[src/rtl/iir_coeff_bank.sv]
// iir_coeff_bank
//   Double-buffered, runtime-loadable coefficient store for the cascaded
//   biquad IIR datapath. Writes land in the shadow bank; a commit request
//   swaps shadow and active banks at the next datapath sample boundary.
//   After the swap, the new active bank is copied into the new shadow bank,
//   one stage per cycle, so that both banks hold the same contents again.
//
// Ports
//   clk, rst          clock, synchronous active-high reset
//   wr_valid/ready    coefficient write handshake (ready only while idle)
//   wr_stage, wr_sel  write target: stage index, coefficient 0=b0..4=a2
//   wr_data           coefficient value
//   commit_req        request a shadow->active swap
//   swap_allow        datapath is at a sample boundary; a swap may happen
//   rd_stage          stage index to read from the active bank
//   b0,b1,b2,a1,a2    registered active-bank coefficients for rd_stage
//   bank_sel          physical bank currently active
//   swap_done         one-cycle pulse on the cycle after a swap
//   busy              swap pending or shadow copy in progress
//   err               sticky flag for writes to a nonexistent stage/select
module iir_coeff_bank #(
    parameter int COEF_W    = 16,
    parameter int FRAC_BITS = 14,
    parameter int N_STAGES  = 6,
    parameter int IDX_W     = 3
) (
    input  logic              clk,
    input  logic              rst,
    input  logic              wr_valid,
    output logic              wr_ready,
    input  logic [IDX_W-1:0]  wr_stage,
    input  logic [2:0]        wr_sel,
    input  logic [COEF_W-1:0] wr_data,
    input  logic              commit_req,
    input  logic              swap_allow,
    input  logic [IDX_W-1:0]  rd_stage,
    output logic [COEF_W-1:0] b0,
    output logic [COEF_W-1:0] b1,
    output logic [COEF_W-1:0] b2,
    output logic [COEF_W-1:0] a1,
    output logic [COEF_W-1:0] a2,
    output logic              bank_sel,
    output logic              swap_done,
    output logic              busy,
    output logic              err
);

    localparam logic [1:0] IDLE    = 2'd0;
    localparam logic [1:0] PENDING = 2'd1;
    localparam logic [1:0] COPY    = 2'd2;

    localparam logic [COEF_W-1:0] UNITY   = {{(COEF_W-1){1'b0}}, 1'b1} << FRAC_BITS;
    localparam logic [IDX_W:0]    N_ST    = N_STAGES[IDX_W:0];
    localparam logic [IDX_W-1:0]  LAST_ST = N_ST[IDX_W-1:0] - 1'b1;

    logic [1:0]        state;
    logic [IDX_W-1:0]  copy_idx;
    logic [COEF_W-1:0] mem [2][N_STAGES][5];
    logic              wr_legal;
    logic              rd_legal;

    assign wr_ready = (state == IDLE);
    assign busy     = (state != IDLE);
    assign wr_legal = ({1'b0, wr_stage} < N_ST) && (wr_sel <= 3'd4);
    assign rd_legal = ({1'b0, rd_stage} < N_ST);

    always_ff @(posedge clk) begin
        if (rst) begin
            for (int unsigned bk = 0; bk < 2; bk++) begin
                for (int unsigned st = 0; st < N_STAGES; st++) begin
                    mem[bk][st][0] <= UNITY;
                    for (int unsigned k = 1; k < 5; k++) begin
                        mem[bk][st][k] <= '0;
                    end
                end
            end
            b0        <= UNITY;
            b1        <= '0;
            b2        <= '0;
            a1        <= '0;
            a2        <= '0;
            bank_sel  <= 1'b0;
            swap_done <= 1'b0;
            err       <= 1'b0;
            state     <= IDLE;
            copy_idx  <= '0;
        end else begin
            swap_done <= 1'b0;

            // Uses the pre-edge bank_sel, so a read sampled at the swap edge
            // still returns the old bank.
            if (rd_legal) begin
                b0 <= mem[bank_sel][rd_stage][0];
                b1 <= mem[bank_sel][rd_stage][1];
                b2 <= mem[bank_sel][rd_stage][2];
                a1 <= mem[bank_sel][rd_stage][3];
                a2 <= mem[bank_sel][rd_stage][4];
            end else begin
                b0 <= UNITY;
                b1 <= '0;
                b2 <= '0;
                a1 <= '0;
                a2 <= '0;
            end

            case (state)
                IDLE: begin
                    if (wr_valid) begin
                        if (wr_legal) begin
                            mem[~bank_sel][wr_stage][wr_sel] <= wr_data;
                        end else begin
                            err <= 1'b1;
                        end
                    end
                    if (commit_req) begin
                        state <= PENDING;
                    end
                end
                PENDING: begin
                    if (swap_allow) begin
                        bank_sel  <= ~bank_sel;
                        swap_done <= 1'b1;
                        copy_idx  <= '0;
                        state     <= COPY;
                    end
                end
                COPY: begin
                    // bank_sel already names the new active bank here.
                    for (int unsigned k = 0; k < 5; k++) begin
                        mem[~bank_sel][copy_idx][k] <= mem[bank_sel][copy_idx][k];
                    end
                    if (copy_idx == LAST_ST) begin
                        copy_idx <= '0;
                        state    <= IDLE;
                    end else begin
                        copy_idx <= copy_idx + 1'b1;
                    end
                end
                default: state <= IDLE;
            endcase
        end
    end

endmodule
[config.mk]
export PLATFORM = sky130hd
export DESIGN_NAME = iir_coeff_bank
export DESIGN_NICKNAME = d
export VERILOG_FILES = /design/src/rtl/iir_coeff_bank.sv
export SDC_FILE = /design/constraint.sdc
export NUM_CORES = 2
export LEC_CHECK = 0
export CAP_MARGIN = 15
export CORE_ASPECT_RATIO = 1.2
export CORE_MARGIN = 2
export CORE_UTILIZATION = 55
export DETAILED_ROUTE_END_ITERATION = 7
export PLACE_DENSITY = 0.75
export SYNTH_ARGS = -nofsm -noshare
export SYNTH_HDL_FRONTEND = slang
export SYNTH_SLANG_ARGS = --single-unit
[constraint.sdc]
create_clock -name clk -period 2.9 [get_ports clk]
set_input_delay 0.58 -clock clk [delete_from_list [all_inputs] [get_ports clk]]
set_output_delay 0.58 -clock clk [all_outputs]
set_load 0.02 [all_outputs]
==> key figures <==
Critical path
  – Worst r2r src: state[0]
  – Startpoint types: flop
  – Crit path DAT: around 3.4 ns
  – Critical path fanouts, max: 18
  – WP data required: approximately 3.4 ns
  – CP Class: flop to flop
  – Crit end category: flop
  – Setup crit start: state[0]

Route
  – Drt pass-1 iters: 6
  – WL final: 205000 um
  – Routed vias/inst: between 7 and 8
  – Antenna viol nets, final: 0
  – Starting DRT DRC Count: approximately 7600
  – Via count: roughly 45000
  – DRC violations left: 0
  – Routed len/inst: between 30 and 40 um

Finish
  – Nets: approximately 4700
  – Design area: 65800 um^2
  – Post-Layout Cell Count: 6145
  – Synth-to-Final Area Change: 17.6%
  – Layout cell share with drive strength beyond 1: 0.228

Yosys
  – Post-synth top area share: 0.515
  – Synth area leader: edfxtp_1
  – Number of synthesized register bits: around 1000
  – Syn. warnings: 0
  – Xor/xnor share of the synthesized area: 0.000156
  – Post-synth net total: 4477
  – Post-synth ARST share: 0
  – Post-synth EDFFs: 960
  – Compound-cell area share of the yosys netlist: 0.121
  – Post-synthesis adder-cell area fraction: 0
  – Synth Flop Type: edfxtp_1
  – Syn Std Cell Area: 56000 um^2
  – Largest family of logic cells by synthesized area: multiplexers
  – Synth top area cells: edfxtp_1 51%, mux4_2 16%, mux2i_1 5.7%
  – Synth cell types: 52
  – Avg Cell Area, Syn: roughly 13 um^2
  – Simple-gate share of the synthesized area: 0.0793
  – Mux share of post-synthesis cell area: 0.218
  – Cells after synthesis: around 4400
  – Sequential fraction of the synthesis area: 0.546

CTS
  – Longest Clk Path Bufs: 3
  – CTS tree: done
  – TritonCTS Buffers: 98
  – Htree depth: 3
  – Clock Latency Late Sink: roughly 0.71 ns
  – Clock transition at path regs: ~0.06 ns
  – Clk root buf: clkbuf_16
  – CTS Sinks: 1049
  – Hold buffer count at CTS: 0

Global route
  – Largest net degree at the start of global routing: 85
  – Number of global-route vias before repair: approximately 44000
  – All-Layer GR Usage: 0.393
  – Met1 usage: 0.461
  – Global-route wire length before repair: roughly 300000 um
  – Grt total ovfl: 0
  – Layer carrying the most global-route usage: met2
  – Met2 Use GR: 0.586
  – M3 GR Usage: 0.141
  – Initial antenna violation count: 27

Timing
  – Tightest Pin Transition: ~1.3 ns
  – Setup_tns: 0 ns
  – Slew margin rel.: 0.135
  – Slew Viols, Final: 0
  – Fin crit share: 0.974
  – Setup Viol. Count Final: 0
  – Worst hold slack: roughly 0.33 ns
  – Fmax: around 0.35 GHz
  – Final Hold Vio Count: 0
  – RSZ-0062 raised after global routing: false
  – Worst Clk Skew: between 0.03 and 0.04 ns
  – Min Tclk post-route: between 2 and 3 ns

Power
  – P_leak: 23.1 nW
  – Peak supply drop: about 0.00046 V
  – Total power: about 37 mW
  – Pwr/cell area: 556 nW/um^2

Die
  – DIE HEIGHT: between 300 and 400 um
  – Count of boundary I/O pins: between 100 and 150
  – FP Rows: about 130
  – Core area: ~100000 um^2
  – Die area: roughly 100000 um^2
  – Starting Density: 0.553
  – Die width: a little under 300 um

Status
  – Outcome: completed

Place
  – Inst Count DP: approximately 6000
  – Gpl congestion: between 0.9 and 1
  – Port Buffers: around 110
  – Dpl hpwl: 136000 um
  – Placement Cell Area: slightly above 60000 um^2

Hold path
  – Hold path start: rd_stage[2]
  – Hold Crit Class: primary input to flop

Flow run
  – Max Cap Violations: 0
## path summary, 6_finish.rpt
path | slack (ns) | endpoint | depth (start not counted)
max | 0.08 | mem[1][304] | 6
max reg2reg | 0.08 | mem[1][304] | 6
min | 0.33 | a1[0] | 4
min reg2reg | 0.55 | err | 2
## placed cells by master (no fill, tap or decap), types with 4 or more instances in the layout
master / n
nand3b_1: 7
o21bai_1: 8
o21bai_2: 17
nor2b_1: 24
nor2b_2: 4
dfxtp_4: 4
clkinvlp_4: 6
o31ai_1: 6
o22ai_1: 81
clkbuf_16: 103
mux2i_1: 320
bufinv_16: 13
edfxtp_1: 960
a21o_1: 9
and2_1: 50
mux4_2: 400
nand2_1: 18
clkbuf_1: 17
clkinv_1: 16
o21ai_0: 171
a21oi_1: 413
nor2_1: 759
a31oi_1: 463
nor3_1: 34
buf_12: 134
nand2b_1: 91
inv_1: 4
clkdlybuf4s50_1: 110
diode_2: 20
clkinv_2: 18
clkbuf_8: 6
buf_4: 354
dfxtp_1: 84
## stage by stage
step	util	worst slack [ns]
floorplan	-	0.0180
global placement	0.616	-0.376
detailed placement	0.616	-0.367
CTS	0.650	0.0990
global route	0.650	0.0146
finish	0.651	0.0768
## timing repair
action,4_1_cts,5_1_grt
resized for setup,0,1
setup buffers,0,0
endpoints found under the setup margin,0,1
## layer usage
metal  vias up  share of wire
li1      17900              -
met1     21800           0.30
met2      4223           0.45
met3      1037           0.16
met4        28          0.098
met5         -         0.0011
## where the power goes
group / leakage (nW) / switching (mW) / total, mW / internal, mW
clock: 1.65 / 5.96 / 13.8 / 7.82
combinational: 10.8 / 3.09 / 5.17 / 2.09
sequential: 10.6 / 0.385 / 17.6 / 17.3
## Yosys cell counts, drive strengths merged (3+ instances only)
cell    instances
a21o            9
a21oi         413
a31oi         463
and2           50
and3            3
buf           198
clkbuf        274
dfxtp          89
edfxtp        960
inv             4
mux2i         320
mux4          400
nand2          19
nand2b         91
nand3b          7
nor2          759
nor2b          30
nor3           36
nor4b           4
o21ai         176
o21bai         25
o22ai          81
o31ai           6
## flip-flops by register name (all words and copies together), names as in the netlist, 2 cells and up, named ones only
signal / cells
mem: 960
a2: 16
b2: 16
copy_idx: 3
b1: 16
state: 2
b0: 16
a1: 16
## layout make-up
type	count	area, um^2
antenna	20	50.0
clock buffer	126	2720
clock inverter	58	668
fill	7165	35400
inverter	5	18.8
multi-input combinational	2921	23600
sequential	1049	30600
tap	1365	1710
timing repair buffer	601	6480
## kinds of logic (layout without fill, tap and decap cells)
kind of cell           Yosys count  count (layout)
XOR/XNOR                         1               1
flip-flops                    1049            1049
AO/OA/AOI/OAI                 1186            1186
multiplexers                   720             720
other                            0              20
AND/OR/NAND/NOR               1014            1014
buffers and inverters          477             790
## critical path: stages (launching register included)
cell	delay [ns]
dfxtp_1	0.49
buf_4	0.25
nor2b_1	0.11
and4b_4	0.36
nor2b_2	1.05
a21oi_1	0.20
a31oi_1	0.21
Power figures use the tool's default switching activity.
